<file path="config.mk">
export PLATFORM = sky130hd
export DESIGN_NAME = pipeline_hazard_controller
export DESIGN_NICKNAME = d
export VERILOG_FILES = /design/src/rtl/pipeline_hazard_controller.sv
export SDC_FILE = /design/constraint.sdc
export NUM_CORES = 1
export LEC_CHECK = 0
export ABC_AREA = 1
export BUFFER_PORTS_ARGS = -buffer_cell sky130_fd_sc_hd__buf_2
export CORE_MARGIN = 2
export CORE_UTILIZATION = 53
export CTS_CLUSTER_DIAMETER = 120
export DETAILED_ROUTE_END_ITERATION = 7
export PLACE_DENSITY = 0.76
export SYNTH_ARGS = -nofsm -noshare
export SYNTH_HDL_FRONTEND = slang
export SYNTH_SLANG_ARGS = --single-unit
export TNS_END_PERCENT = 50
</file>
<file path="constraint.sdc">
create_clock -name clk -period 2.35 [get_ports clk]
set_input_delay 0.3525 -clock clk [delete_from_list [all_inputs] [get_ports clk]]
set_output_delay 0.3525 -clock clk [all_outputs]
set_load 0.005 [all_outputs]
</file>
<file path="src/rtl/pipeline_hazard_controller.sv">
// -----------------------------------------------------------------------------
// pipeline_hazard_controller
//
// Sequencing controller for the fetch/decode and decode/execute pipeline
// registers of the 16-bit CPU. It decides, every cycle, whether the front of
// the pipeline must stall, whether a NOP bubble is injected into
// decode/execute, whether decode/execute is held, and whether fetch/decode is
// flushed.
//
// Three situations are handled, in priority order while running normally:
//   1. taken branch in execute    -> flush younger instructions (FLUSH state
//                                    keeps bubbling for FLUSH_CYCLES total)
//   2. multi-cycle vector op      -> hold the pipeline until vec_done
//                                    (VEC_WAIT state, with a timeout monitor)
//   3. load-use hazard            -> single bubble cycle, no state change
//
// All control outputs are combinational (Mealy) functions of the current
// state and inputs, so a hazard is acted on in the very cycle it appears.
// They are not gated by reset.
//
// Parameters:
//   FLUSH_CYCLES  bubble cycles inserted after a taken branch (1..7)
//   VEC_TIMEOUT   VEC_WAIT cycles before vec_timeout_err sets (1..65535)
//
// Ports:
//   clk                   clock
//   reset                 synchronous, active-high reset
//   rs1_decode[3:0]       source register 1 of the decode instruction
//   rs2_decode[3:0]       source register 2 of the decode instruction
//   uses_rs1_decode       decode instruction reads rs1
//   uses_rs2_decode       decode instruction reads rs2
//   rd_execute[3:0]       destination register of the execute instruction
//   load_instruction      execute instruction is a load
//   vec_start_execute     multi-cycle vector op present in execute
//   vec_done              vector unit completion pulse
//   branch_taken_execute  branch in execute resolved taken
//   stall_fetch           hold PC and fetch/decode register
//   stall_decode          hold decode-stage state
//   hold_execute          hold decode/execute register contents
//   nop_select            select zero control word into decode/execute
//   flush_fetch_decode    clear fetch/decode register
//   state[1:0]            0=RUN, 1=VEC_WAIT, 2=FLUSH
//   stall_cycles[15:0]    saturating count of cycles with stall_fetch=1
//   vec_timeout_err       sticky vector timeout flag (cleared by reset only)
// -----------------------------------------------------------------------------
module pipeline_hazard_controller #(
    parameter int unsigned FLUSH_CYCLES = 2,
    parameter int unsigned VEC_TIMEOUT  = 64
) (
    input  logic        clk,
    input  logic        reset,
    input  logic [3:0]  rs1_decode,
    input  logic [3:0]  rs2_decode,
    input  logic        uses_rs1_decode,
    input  logic        uses_rs2_decode,
    input  logic [3:0]  rd_execute,
    input  logic        load_instruction,
    input  logic        vec_start_execute,
    input  logic        vec_done,
    input  logic        branch_taken_execute,
    output logic        stall_fetch,
    output logic        stall_decode,
    output logic        hold_execute,
    output logic        nop_select,
    output logic        flush_fetch_decode,
    output logic [1:0]  state,
    output logic [15:0] stall_cycles,
    output logic        vec_timeout_err
);

    typedef enum logic [1:0] {
        ST_RUN      = 2'd0,
        ST_VEC_WAIT = 2'd1,
        ST_FLUSH    = 2'd2
    } state_t;

    // The branch cycle itself is the first bubble, so FLUSH only has to
    // cover the remaining FLUSH_CYCLES-1 cycles.
    localparam logic [2:0]  FLUSH_RELOAD  = 3'(FLUSH_CYCLES - 1);
    localparam logic [15:0] TIMEOUT_LIMIT = 16'(VEC_TIMEOUT);
    localparam logic [15:0] COUNT_MAX     = 16'hFFFF;

    state_t      state_q, state_d;
    logic [2:0]  flush_cnt_q, flush_cnt_d;
    logic [15:0] tmo_cnt_q, tmo_cnt_d;
    logic [15:0] stall_cnt_q, stall_cnt_d;
    logic        err_q, err_d;

    // -------------------------------------------------------------------------
    // Load-use hazard detection. Each source operand is compared against the
    // load destination independently; register 0 is hardwired and never
    // creates a dependency.
    // -------------------------------------------------------------------------
    logic [3:0] src_reg [2];
    logic [1:0] src_used;
    logic [1:0] src_match;
    logic       load_dest_valid;
    logic       hz;

    assign src_reg[0]  = rs1_decode;
    assign src_reg[1]  = rs2_decode;
    assign src_used[0] = uses_rs1_decode;
    assign src_used[1] = uses_rs2_decode;

    genvar gi;
    generate
        for (gi = 0; gi < 2; gi++) begin : g_src_cmp
            assign src_match[gi] = src_used[gi] && (src_reg[gi] == rd_execute);
        end
    endgenerate

    assign load_dest_valid = load_instruction && (rd_execute != 4'd0);
    assign hz              = load_dest_valid && (|src_match);

    // -------------------------------------------------------------------------
    // Next-state and Mealy output decode.
    // -------------------------------------------------------------------------
    always_comb begin
        stall_fetch        = 1'b0;
        stall_decode       = 1'b0;
        hold_execute       = 1'b0;
        nop_select         = 1'b0;
        flush_fetch_decode = 1'b0;
        state_d            = state_q;
        flush_cnt_d        = flush_cnt_q;
        tmo_cnt_d          = tmo_cnt_q;
        err_d              = err_q;

        case (state_q)
            ST_RUN: begin
                if (branch_taken_execute) begin
                    // Branch wins over everything: a vector start or a load
                    // dependency in the same cycle belongs to the wrong path.
                    flush_fetch_decode = 1'b1;
                    nop_select         = 1'b1;
                    if (FLUSH_CYCLES > 1) begin
                        state_d     = ST_FLUSH;
                        flush_cnt_d = FLUSH_RELOAD;
                    end
                end else if (vec_start_execute) begin
                    // A vector op that completes in its first cycle needs
                    // no hold at all.
                    if (!vec_done) begin
                        stall_fetch  = 1'b1;
                        stall_decode = 1'b1;
                        hold_execute = 1'b1;
                        state_d      = ST_VEC_WAIT;
                        tmo_cnt_d    = 16'd0;
                    end
                end else if (hz) begin
                    // Single bubble: once the load moves on, hz drops by
                    // itself, so no extra state is required.
                    stall_fetch  = 1'b1;
                    stall_decode = 1'b1;
                    nop_select   = 1'b1;
                end
            end

            ST_VEC_WAIT: begin
                if (vec_done) begin
                    state_d = ST_RUN;
                end else begin
                    stall_fetch  = 1'b1;
                    stall_decode = 1'b1;
                    hold_execute = 1'b1;
                    if (tmo_cnt_q != COUNT_MAX) begin
                        tmo_cnt_d = tmo_cnt_q + 16'd1;
                    end
                    // Flag only; the pipeline keeps waiting for vec_done.
                    if (tmo_cnt_d >= TIMEOUT_LIMIT) begin
                        err_d = 1'b1;
                    end
                end
            end

            ST_FLUSH: begin
                flush_fetch_decode = 1'b1;
                nop_select         = 1'b1;
                if (flush_cnt_q <= 3'd1) begin
                    state_d     = ST_RUN;
                    flush_cnt_d = 3'd0;
                end else begin
                    flush_cnt_d = flush_cnt_q - 3'd1;
                end
            end

            default: begin
                state_d     = ST_RUN;
                flush_cnt_d = 3'd0;
            end
        endcase
    end

    // Stall statistics: saturate instead of wrapping so a long-running
    // system never reports a misleadingly small count.
    always_comb begin
        stall_cnt_d = stall_cnt_q;
        if (stall_fetch && (stall_cnt_q != COUNT_MAX)) begin
            stall_cnt_d = stall_cnt_q + 16'd1;
        end
    end

    // -------------------------------------------------------------------------
    // State registers.
    // -------------------------------------------------------------------------
    always_ff @(posedge clk) begin
        if (reset) begin
            state_q     <= ST_RUN;
            flush_cnt_q <= 3'd0;
            tmo_cnt_q   <= 16'd0;
            stall_cnt_q <= 16'd0;
            err_q       <= 1'b0;
        end else begin
            state_q     <= state_d;
            flush_cnt_q <= flush_cnt_d;
            tmo_cnt_q   <= tmo_cnt_d;
            stall_cnt_q <= stall_cnt_d;
            err_q       <= err_d;
        end
    end

    assign state           = state_q;
    assign stall_cycles    = stall_cnt_q;
    assign vec_timeout_err = err_q;

endmodule

</file>
==> key figures, run 1 <==
Worst setup path
  – Arr. time, crit path: 1810 ps
  – Critical path class: flip-flop to output port
  – Worst Setup End Kind: output port
  – R2r setup slk: 340 ps
  – CP Max Fanout: 18
  – R2R cell count: 9
  – CP Data Required Time: 2000 ps
  – Critical path launch point type: flip-flop

STA
  – Max-slew violations: 0
  – Final hold vios: 0
  – Worst Tran Pin Value: 482.5 ps
  – Fin crit share: 92.10%
  – Final setup viols: 0
  – Setup_tns: 0 ps
  – RSZ-0062 raised after global routing: no
  – Final worst slack: 185.6 ps
  – Max Fclk: 0.4620 GHz
  – Final worst path period need: 2164 ps
  – Worst clock skew: 7.499 ps
  – Rel. slew slack: 67.84%

Yosys
  – Yosys cell types: 34
  – Post-synth net total: 411
  – Area leader, netlist: dfxtp_1
  – Post-Synthesis Cell Area: 2462 sq um
  – #FFs+latches synth: 38
  – Post-synthesis sequential area ratio: 30.89%
  – Synth Instances: 387
  – Synth top area cells: dfxtp_1, nand2_1, nand3_1
  – Top cell type's share of synthesized area: 30.89%
  – Yosys warnings: 0
  – Average cell area after synthesis: 6.363 sq um

Place
  – Final Wtd Congestion: 0.8652
  – Placed cell count: 478
  – DP Worst Slack: 341.3 ps
  – Buffers on Ports: 43
  – HPWL after DPL: 4.362 mm

Clocking
  – Resized Gates After CTS: 0
  – Clock Tree Buf Depth: 2
  – TritonCTS clock tree: built
  – CTS root buf: clkbuf_8
  – Setup bufs post-CTS: 0
  – Skew-Pair Late Insertion Delay: 290 ps
  – Cts bufs inserted: 5
  – Hold Buf Count CTS: 0
  – H-tree depth: 2
  – Clk sinks: 38
  – Clk pin slew, worst setup/hold paths: 80 ps

Floorplanning
  – Die width: 72.16 um
  – Starting Density: 55.78%
  – Io pins: 44
  – # rows: 24
  – Full die area: 5207 sq um
  – Core area: 4414 sq um
  – Die Ht: 72.16 um

Finish
  – Share of layout cells above drive strength 1: 15.67%
  – Final cell count without fillers: 486
  – Area grow syn2layout: 16.36%
  – Most common cell after layout, fill and taps aside: nand2_1
  – Nets: 457
  – Antenna diode count: 0
  – Commonest non-fill, non-tap cells in the layout: nand2_1, nor2_1, nand3_1, buf_2, inv_1

Drt
  – DR iter-0 viols: 120
  – Final ANT Viol Nets: 0
  – Routed WL: 5.825 mm
  – Mean routed wirelength per cell: 11.99 um
  – DR DRC count: 0
  – Via Count: 2593
  – Pre-antenna DRT Iters: 6
  – Via/cell ratio: 5.335

Pwr
  – Power Dens Cells: 518.2 nW/um^2
  – Sequential share of power: 44.6%
  – Clock Power Share: 46.6%
  – Leakage Power: 0.001227 uW
  – Internal power component: 1155 uW
  – Peak VDD IR: 0.0003833 V
  – Sw Share: 22.22%
  – Psw: 329.9 uW
  – Comb pwr share: 8.8%

GRT
  – Largest net degree at the start of global routing: 27
  – Gr ovfl total: 0
  – Met3 Use GR: 5.694%
  – Met2 usage: 44.04%
  – Total Routing Usage GR: 23.98%
  – Vias in the first global route: 2363
  – GR peak layer: met2
  – Global-route met1 utilization: 27.45%
  – First-pass GRT wire length: 10.05 mm
  – Antenna violations before repair: 0

Hold path
  – Worst Hold Class: primary input to flip-flop
  – WHS Path Cells: 3

Job
  – Max_cap viols: 0

Run status
  – Outcome: completed
[worst max-delay path: stages (launching register included)]
cell and delay, ps:
dfxtp_1 430, inv_1 90, nor2_2 140, inv_2 80
nor2_8 90, nor2_1 60, nor2_2 120, nand2_2 270
buf_2 230
[power by group through the flow]
| stage | logic [uW] | clock network, uW | registers (uW) |
|---|---|---|---|
| 3_3_place_gp | 127 | 0 | 676 |
| 3_5_place_dp | 130 | 0 | 677 |
| 4_1_cts | 130 | 706 | 662 |
| 5_1_grt | 149 | 741 | 664 |
| 2_1_floorplan | 86.5 | 0 | 676 |
| 6_report | 131 | 692 | 662 |
[cells by family after synthesis]
logic type / Yosys count / synth area share, %
and+or+nand+nor: 223 / 40.24
AOI/OAI and AO/OA: 53 / 11.59
buffers and inverters: 52 / 9.196
adders and majority gates: 4 / 2.033
xor gates and xnor gates: 17 / 6.047
DFF: 38 / 30.89
[metrics by stage]
step           power [uW]  hold slack [ps]  area (sq um)  utilization, %
6_report             1485            401.0          2865           64.91
5_1_grt              1553            412.9          2865           64.91
4_1_cts              1498            385.5          2865           64.91
3_5_place_dp        806.7            489.0          2723           61.68
3_3_place_gp        803.4            484.7          2723           61.68
2_1_floorplan       762.2            458.6          2462               -
[synth_stat cells, drive strengths merged]
cell,count
a211oi,2
a21oi,34
a31oi,4
and2,1
buf,7
clkbuf,4
dfxtp,38
ha,4
inv,41
nand2,98
nand3,44
nand4,13
nor2,58
nor3,6
nor3b,1
o211ai,1
o21ai,10
o22ai,1
o31ai,1
or2,2
xnor2,7
xor2,10
[registers in the layout, indices dropped and copies added (netlist names)]
signal and flops:
flush_cnt_q 3, stall_cycles 16, vec_timeout_err 1, tmo_cnt_q 16, state 2
[final cells by class]
type / count / area [sq um]
Sequential cell: 38 / 760.7
Multi-Input combinational cell: 297 / 1475
Inverter: 41 / 153.9
Tap cell: 52 / 65.06
Timing Repair Buffer: 50 / 267.8
Clock buffer: 6 / 82.58
Clock inverter: 2 / 60.06
Fill cell: 395 / 1549
[worst paths after layout]
kind	startpoint	endpoint
worst max-delay path	state[0]$_SDFFE_PP0P_	stall_decode
worst min-delay path	branch_taken_execute	state[1]$_SDFFE_PP0P_
worst max register to register	stall_cycles[0]$_SDFFE_PP0P_	stall_cycles[1]$_SDFFE_PP0P_
worst min register to register	tmo_cnt_q[14]$_SDFFE_PP0P_	tmo_cnt_q[14]$_SDFFE_PP0P_
[layer usage]
layer,routed length [um],vias up
li1,-,1358
met1,2442,1172
met2,3065,58
met3,256,5
met4,60,0
met5,0,-
No activity file was read; power rests on OpenSTA's default activity.
==> run 2: changes to the inputs <==
--- a/config.mk
+++ b/config.mk
@@ -5,13 +5,12 @@
 export SDC_FILE = /design/constraint.sdc
 export NUM_CORES = 1
 export LEC_CHECK = 0
-export ABC_AREA = 1
 export BUFFER_PORTS_ARGS = -buffer_cell sky130_fd_sc_hd__buf_2
 export CORE_MARGIN = 2
 export CORE_UTILIZATION = 53
 export CTS_CLUSTER_DIAMETER = 120
 export DETAILED_ROUTE_END_ITERATION = 7
-export PLACE_DENSITY = 0.76
+export PLACE_DENSITY = 0.77
 export SYNTH_ARGS = -nofsm -noshare
 export SYNTH_HDL_FRONTEND = slang
 export SYNTH_SLANG_ARGS = --single-unit
==> key figures, run 2 <==
Worst setup path
  – R2R cell count: 7
  – R2r setup slk: 220 ps
  – Arr. time, crit path: 2310 ps
  – Reg-to-Reg Start: stall_cycles[6]$_SDFFE_PP0P_
  – CP Data Required Time: 2530 ps
  – FF-to-FF End: stall_cycles[10]$_SDFFE_PP0P_
  – Worst Setup End Kind: flip-flop
  – CP Max Fanout: 9
  – Critical path launch point type: flip-flop
  – Critical path class: flip-flop to flip-flop

STA
  – Max-slew violations: 0
  – Max Fclk: 0.4703 GHz
  – Worst clock skew: 10.22 ps
  – Final worst path period need: 2126 ps
  – Fin crit share: 90.49%
  – Worst Tran Pin Value: 543.8 ps
  – Final hold vios: 0
  – RSZ-0062 raised after global routing: no
  – Final worst slack: 223.5 ps
  – Setup_tns: 0 ps
  – Rel. slew slack: 63.51%
  – Final setup viols: 0

Finish
  – FF/Latch Area: 760.7 sq um
  – Most common cell after layout, fill and taps aside: buf_2
  – Antenna diode count: 0
  – Commonest non-fill, non-tap cells in the layout: buf_2, nor2_1, dfxtp_1, nand2_1, a21oi_1
  – Multi-input logic area: 1421 sq um
  – Nets: 361
  – Area grow syn2layout: 17.19%
  – Share of layout cells above drive strength 1: 21.89%
  – FILL cells: 370

Yosys
  – Post-Synthesis Cell Area: 2292 sq um
  – Post-synthesis mux area share: 3.876%
  – Synth cell count leaders: nor2_1, dfxtp_1, a21oi_1, nand2_1, inv_1
  – Synth Area in Compound Gates: 20.09%
  – Yosys cell types: 56
  – Post-synth EDFFs: 0
  – Most common cell in the synthesized netlist: nor2_1
  – Average cell area after synthesis: 7.904 sq um
  – Synth top area cells: dfxtp_1, nor2_1, a21oi_1
  – Largest family of logic cells by synthesized area: simple AND/OR/NAND/NOR gates
  – Top cell type's share of synthesized area: 33.19%
  – Async S/R FF share, synth: 0%
  – Yosys warnings: 0
  – Area leader, netlist: dfxtp_1
  – Synth Instances: 290
  – Post-synthesis sequential area ratio: 33.19%
  – Post-synth net total: 314
  – Simple-Gate Fraction of Synth Area: 29.75%
  – #FFs+latches synth: 38
  – Predominant post-synthesis flop cell: dfxtp_1
  – XOR/XNOR Fraction of Synth Area: 6.114%
  – Adder-cell share of the synthesized area: 2.183%

GRT
  – Total Routing Usage GR: 21.84%
  – Gr ovfl total: 0
  – Vias in the first global route: 1993
  – Antenna violations before repair: 0
  – Largest net degree at the start of global routing: 28
  – First-pass GRT wire length: 8.825 mm

Floorplanning
  – Full die area: 4867 sq um
  – # rows: 23
  – Starting Density: 56.09%
  – Die Ht: 69.77 um
  – Die width: 69.77 um
  – Io pins: 44
  – Core area: 4086 sq um

Drt
  – Via/cell ratio: 5.784
  – DR DRC count: 0
  – Routed WL: 5.067 mm
  – Mean routed wirelength per cell: 13.06 um
  – Pre-antenna DRT Iters: 4
  – Via Count: 2244
  – DR iter-0 viols: 137
  – Final ANT Viol Nets: 0

Job
  – Max_cap viols: 0

Clocking
  – Setup bufs post-CTS: 0
  – TritonCTS clock tree: built
  – H-tree depth: 2
  – Skew-Pair Late Insertion Delay: 300 ps
  – CTS root buf: clkbuf_8
  – Resized Gates After CTS: 0
  – Clock Tree Buf Depth: 2
  – Clk pin slew, worst setup/hold paths: 70 ps
  – Clk sinks: 38
  – Cts bufs inserted: 5
  – Hold Buf Count CTS: 0

Hold path
  – Worst Hold End: state[1]$_SDFFE_PP0P_
  – Worst Min Path Start: branch_taken_execute
  – WHS Path Cells: 3
  – Worst Hold Class: primary input to flip-flop

Place
  – HPWL after DPL: 3.804 mm
  – Buffers on Ports: 43
  – DP Worst Slack: 170.8 ps
  – Final Wtd Congestion: 0.8352

Pwr
  – PnR Total Power: 1249 uW
  – Peak VDD IR: 0.0002670 V
  – Leakage Power: 0.001077 uW
  – Power Dens Cells: 465.0 nW/um^2

Run status
  – Outcome: completed
==> run 2: cells by family after synthesis <==
| kind of cell | Yosys count |
|---|---|
| flops | 38 |
| compound gates | 65 |
| mux | 8 |
| fa+ha+maj | 4 |
| xor+xnor | 16 |
| simple gates | 132 |
| buf+inv | 27 |
==> run 2: how the worst max path moves through the flow <==
stage	startpoint	end	slack, ps	cells past startpoint
2_1_floorplan	tmo_cnt_q[0]$_SDFFE_PP0P_	vec_timeout_err$_SDFFE_PP0P_	360	9
3_3_place_gp	rd_execute[1]	stall_cycles[8]$_SDFFE_PP0P_	230	7
3_5_place_dp	rd_execute[1]	stall_cycles[10]$_SDFFE_PP0P_	170	7
4_1_cts	stall_cycles[6]$_SDFFE_PP0P_	stall_cycles[10]$_SDFFE_PP0P_	210	7
5_1_grt	tmo_cnt_q[9]$_SDFFE_PP0P_	tmo_cnt_q[15]$_SDFFE_PP0P_	50	7
6_report	stall_cycles[6]$_SDFFE_PP0P_	stall_cycles[10]$_SDFFE_PP0P_	220	7
==> run 2: final cells by class <==
cell class              instances  share of cell area, %
clock buffers                   7                  3.214
clock inverters                 1                 0.1863
inverters                      12                  1.677
multi-input cells             225                  52.91
flip-flops and latches         38                  28.32
well taps                      50                  2.329
repair buffers                 55                  11.36
==> run 2: metrics by stage <==
stage	area (sq um)	std cells	utilization, %	hold WS (ps)
after floorplan	2292	290	-	454.4
final	2686	388	65.74	446.3
after global routing	2686	388	65.74	473.0
after global placement	2595	380	63.50	472.4
after CTS	2686	388	65.74	441.8
after detailed placement	2595	380	63.50	486.3
==> run 2: per-layer routing <==
| metal | routed length, um | share of wire (%) | track usage [%] |
|---|---|---|---|
| met1 | 2343 | 46 | 27.80 |
| met2 | 2422 | 48 | 36.72 |
| met3 | 233 | 4.6 | 4.942 |
| met4 | 68 | 1.3 | 6.624 |
| met5 | 0 | 0 | 0 |
==> run 2: power breakdown <==
part | switching [uW] | internal, uW | total (uW) | leakage [uW]
sequential | 6.21 | 649 | 655 | 0.000307
combinational | 71.0 | 54.4 | 125 | 0.000723
clock | 232 | 237 | 469 | 0.0000482
total | 309 | 940 | 1250 | 0.00108
==> run 2: critical path, stage by stage (launching register included) <==
cell	delay, ps
dfxtp_1	420
and3_1	240
and3_2	260
nand2_2	90
o311ai_4	370
a21oi_2	150
nand4_1	160
mux2_1	320
==> run 3: changes to the inputs <==
--- a/config.mk
+++ b/config.mk
@@ -5,6 +5,7 @@
 export SDC_FILE = /design/constraint.sdc
 export NUM_CORES = 1
 export LEC_CHECK = 0
+export ABC_AREA = 0
 export BUFFER_PORTS_ARGS = -buffer_cell sky130_fd_sc_hd__buf_2
 export CORE_MARGIN = 2
 export CORE_UTILIZATION = 53
==> constraint.sdc (replaced) <==
create_clock -name clk -period 2.35 [get_ports clk]
set_input_delay 0.235 -clock clk [delete_from_list [all_inputs] [get_ports clk]]
set_output_delay 0.235 -clock clk [all_outputs]
set_load 0.005 [all_outputs]
==> key figures, run 3 (synthesis results as in run 2) <==
Run status
  – Outcome: completed

Worst setup path
  – Arr. time, crit path: 2330 ps
  – Critical path launch point type: flip-flop
  – Max incr delay on CP: 480 ps
  – R2r setup slk: 240 ps
  – Slowest CP cell: or4_4
  – Reg-to-Reg Start: tmo_cnt_q[0]$_SDFFE_PP0P_
  – R2R cell count: 7
  – Critical path class: flip-flop to flip-flop
  – Worst Setup End Kind: flip-flop
  – FF-to-FF End: vec_timeout_err$_SDFFE_PP0P_
  – Cells along the critical path: ha_1, nand2_1, or2_1, or4_4, a32oi_1, nor2_1, a311oi_2
  – CP Max Fanout: 7
  – CP Data Required Time: 2570 ps

STA
  – Worst clock skew: 6.168 ps
  – Final hold vios: 0
  – Setup_tns: 0 ps
  – Worst Tran Pin Value: 568.1 ps
  – RSZ-0062 raised after global routing: no
  – Final worst path period need: 2110 ps
  – Max Fclk: 0.4739 GHz
  – Final setup viols: 0
  – Min Hold Slack: 322.6 ps
  – Max-slew violations: 0
  – Fin crit share: 89.79%
  – Rel. slew slack: 62.13%

Drt
  – DR iter-0 viols: 152
  – Pre-antenna DRT Iters: 4
  – Mean routed wirelength per cell: 13.51 um
  – DR DRC count: 0
  – Via Count: 2195
  – Final ANT Viol Nets: 0
  – Via/cell ratio: 5.687
  – Routed WL: 5.215 mm

Clocking
  – TritonCTS clock tree: built
  – CTS root buf: clkbuf_8
  – Clk pin slew, worst setup/hold paths: 80 ps
  – Clock Tree Buf Depth: 2
  – Skew-Pair Late Insertion Delay: 300 ps
  – Cts bufs inserted: 5
  – Clk sinks: 38
  – Resized Gates After CTS: 0
  – Hold Buf Count CTS: 0
  – H-tree depth: 2
  – Setup bufs post-CTS: 0

Floorplanning
  – Die Ht: 69.77 um
  – Full die area: 4867 sq um
  – # rows: 23
  – Starting Density: 56.09%
  – Die width: 69.77 um
  – Io pins: 44
  – Core area: 4086 sq um

Finish
  – Share of layout cells above drive strength 1: 21.73%
  – Nets: 359
  – Antenna diode count: 0
  – FILL cells: 383
  – Commonest non-fill, non-tap cells in the layout: buf_2, nor2_1, dfxtp_1, nand2_1, a21oi_1
  – Most common cell after layout, fill and taps aside: buf_2
  – Area grow syn2layout: 18.78%

Pwr
  – Peak VDD IR: 0.0003631 V
  – Leakage Power: 0.001091 uW
  – Power Dens Cells: 540.4 nW/um^2

Hold path
  – Worst Hold Class: primary input to flip-flop
  – Worst Min Path Start: branch_taken_execute
  – Worst Hold End: state[1]$_SDFFE_PP0P_
  – WHS Path Cells: 4

Place
  – Final Wtd Congestion: 0.8989
  – Buffers on Ports: 43
  – HPWL after DPL: 3.877 mm

GRT
  – Largest net degree at the start of global routing: 31
  – Antenna violations before repair: 0
  – First-pass GRT wire length: 8.976 mm
  – Total Routing Usage GR: 22.26%
  – Vias in the first global route: 1974
  – Gr ovfl total: 0

Job
  – Max_cap viols: 0
[run 3: cell types whose count changed in the layout (fill, tap and decap cells not counted)]
cell | before | now
clkbuf_1 | 1 | 0
buf_4 | 12 | 10
bufinv_16 | 0 | 2
clkinv_2 | 1 | 0
[run 3: area by class of cell]
class	count	area, sq um	share of cell area, %
timing repair buffer	53	290.3	10.66
clock inverter	2	60.06	2.206
clock buffer	6	82.58	3.033
tap	50	62.56	2.298
multi-input combinational	225	1421	52.21
inverter	12	45.04	1.654
sequential	38	760.7	27.94
[run 3: how the worst max path moves through the flow]
| stage | start | endpoint | slack [ps] | cells after the start |
|---|---|---|---|---|
| final | tmo_cnt_q[0]$_SDFFE_PP0P_ | vec_timeout_err$_SDFFE_PP0P_ | 240 | 7 |
| after global routing | tmo_cnt_q[0]$_SDFFE_PP0P_ | vec_timeout_err$_SDFFE_PP0P_ | 110 | 7 |
| after CTS | stall_cycles[7]$_SDFFE_PP0P_ | stall_cycles[11]$_SDFFE_PP0P_ | 250 | 8 |
| after detailed placement | stall_cycles[7]$_SDFFE_PP0P_ | stall_cycles[11]$_SDFFE_PP0P_ | 250 | 8 |
| after global placement | tmo_cnt_q[9]$_SDFFE_PP0P_ | vec_timeout_err$_SDFFE_PP0P_ | 310 | 7 |
| after floorplan | tmo_cnt_q[0]$_SDFFE_PP0P_ | vec_timeout_err$_SDFFE_PP0P_ | 360 | 9 |
[run 3: report_power, final]
part | total (uW) | leakage (uW) | switching (uW) | internal [uW]
clock | 692 | 0.0000714 | 240 | 453
combinational | 124 | 0.000713 | 70.8 | 53.1
sequential | 655 | 0.000307 | 6.40 | 649
total | 1470 | 0.00109 | 317 | 1150
[run 3: worst max-delay path: cells and delay by family, from the launching register on]
family | cells | cell delay [ps]
AO/OA/AOI/OAI | 2 | 460
adder cells (fa/ha/maj) | 1 | 200
flip-flops | 1 | 380
AND/OR/NAND/NOR | 4 | 1000
[run 3: stage by stage]
step	cells	util (%)	cell area [sq um]	setup slack [ps]	total power (uW)
finish	386	66.63	2723	239.9	1471
detailed placement	378	63.14	2580	246.7	793.6
global placement	378	63.14	2580	307.5	791.6
floorplan	290	-	2292	358.5	743.6
global route	386	66.63	2723	113.0	1529
CTS	386	66.63	2723	247.7	1487
[run 3: metal layers]
metal / wire (um) / track usage (%) / up-vias
met1: 2466 / 28.58 / 1017
met4: 57 / 6.197 / 0
met2: 2462 / 37.04 / 42
met3: 228 / 5.523 / 6
li1: - / - / 1130
met5: 0 / 0 / -
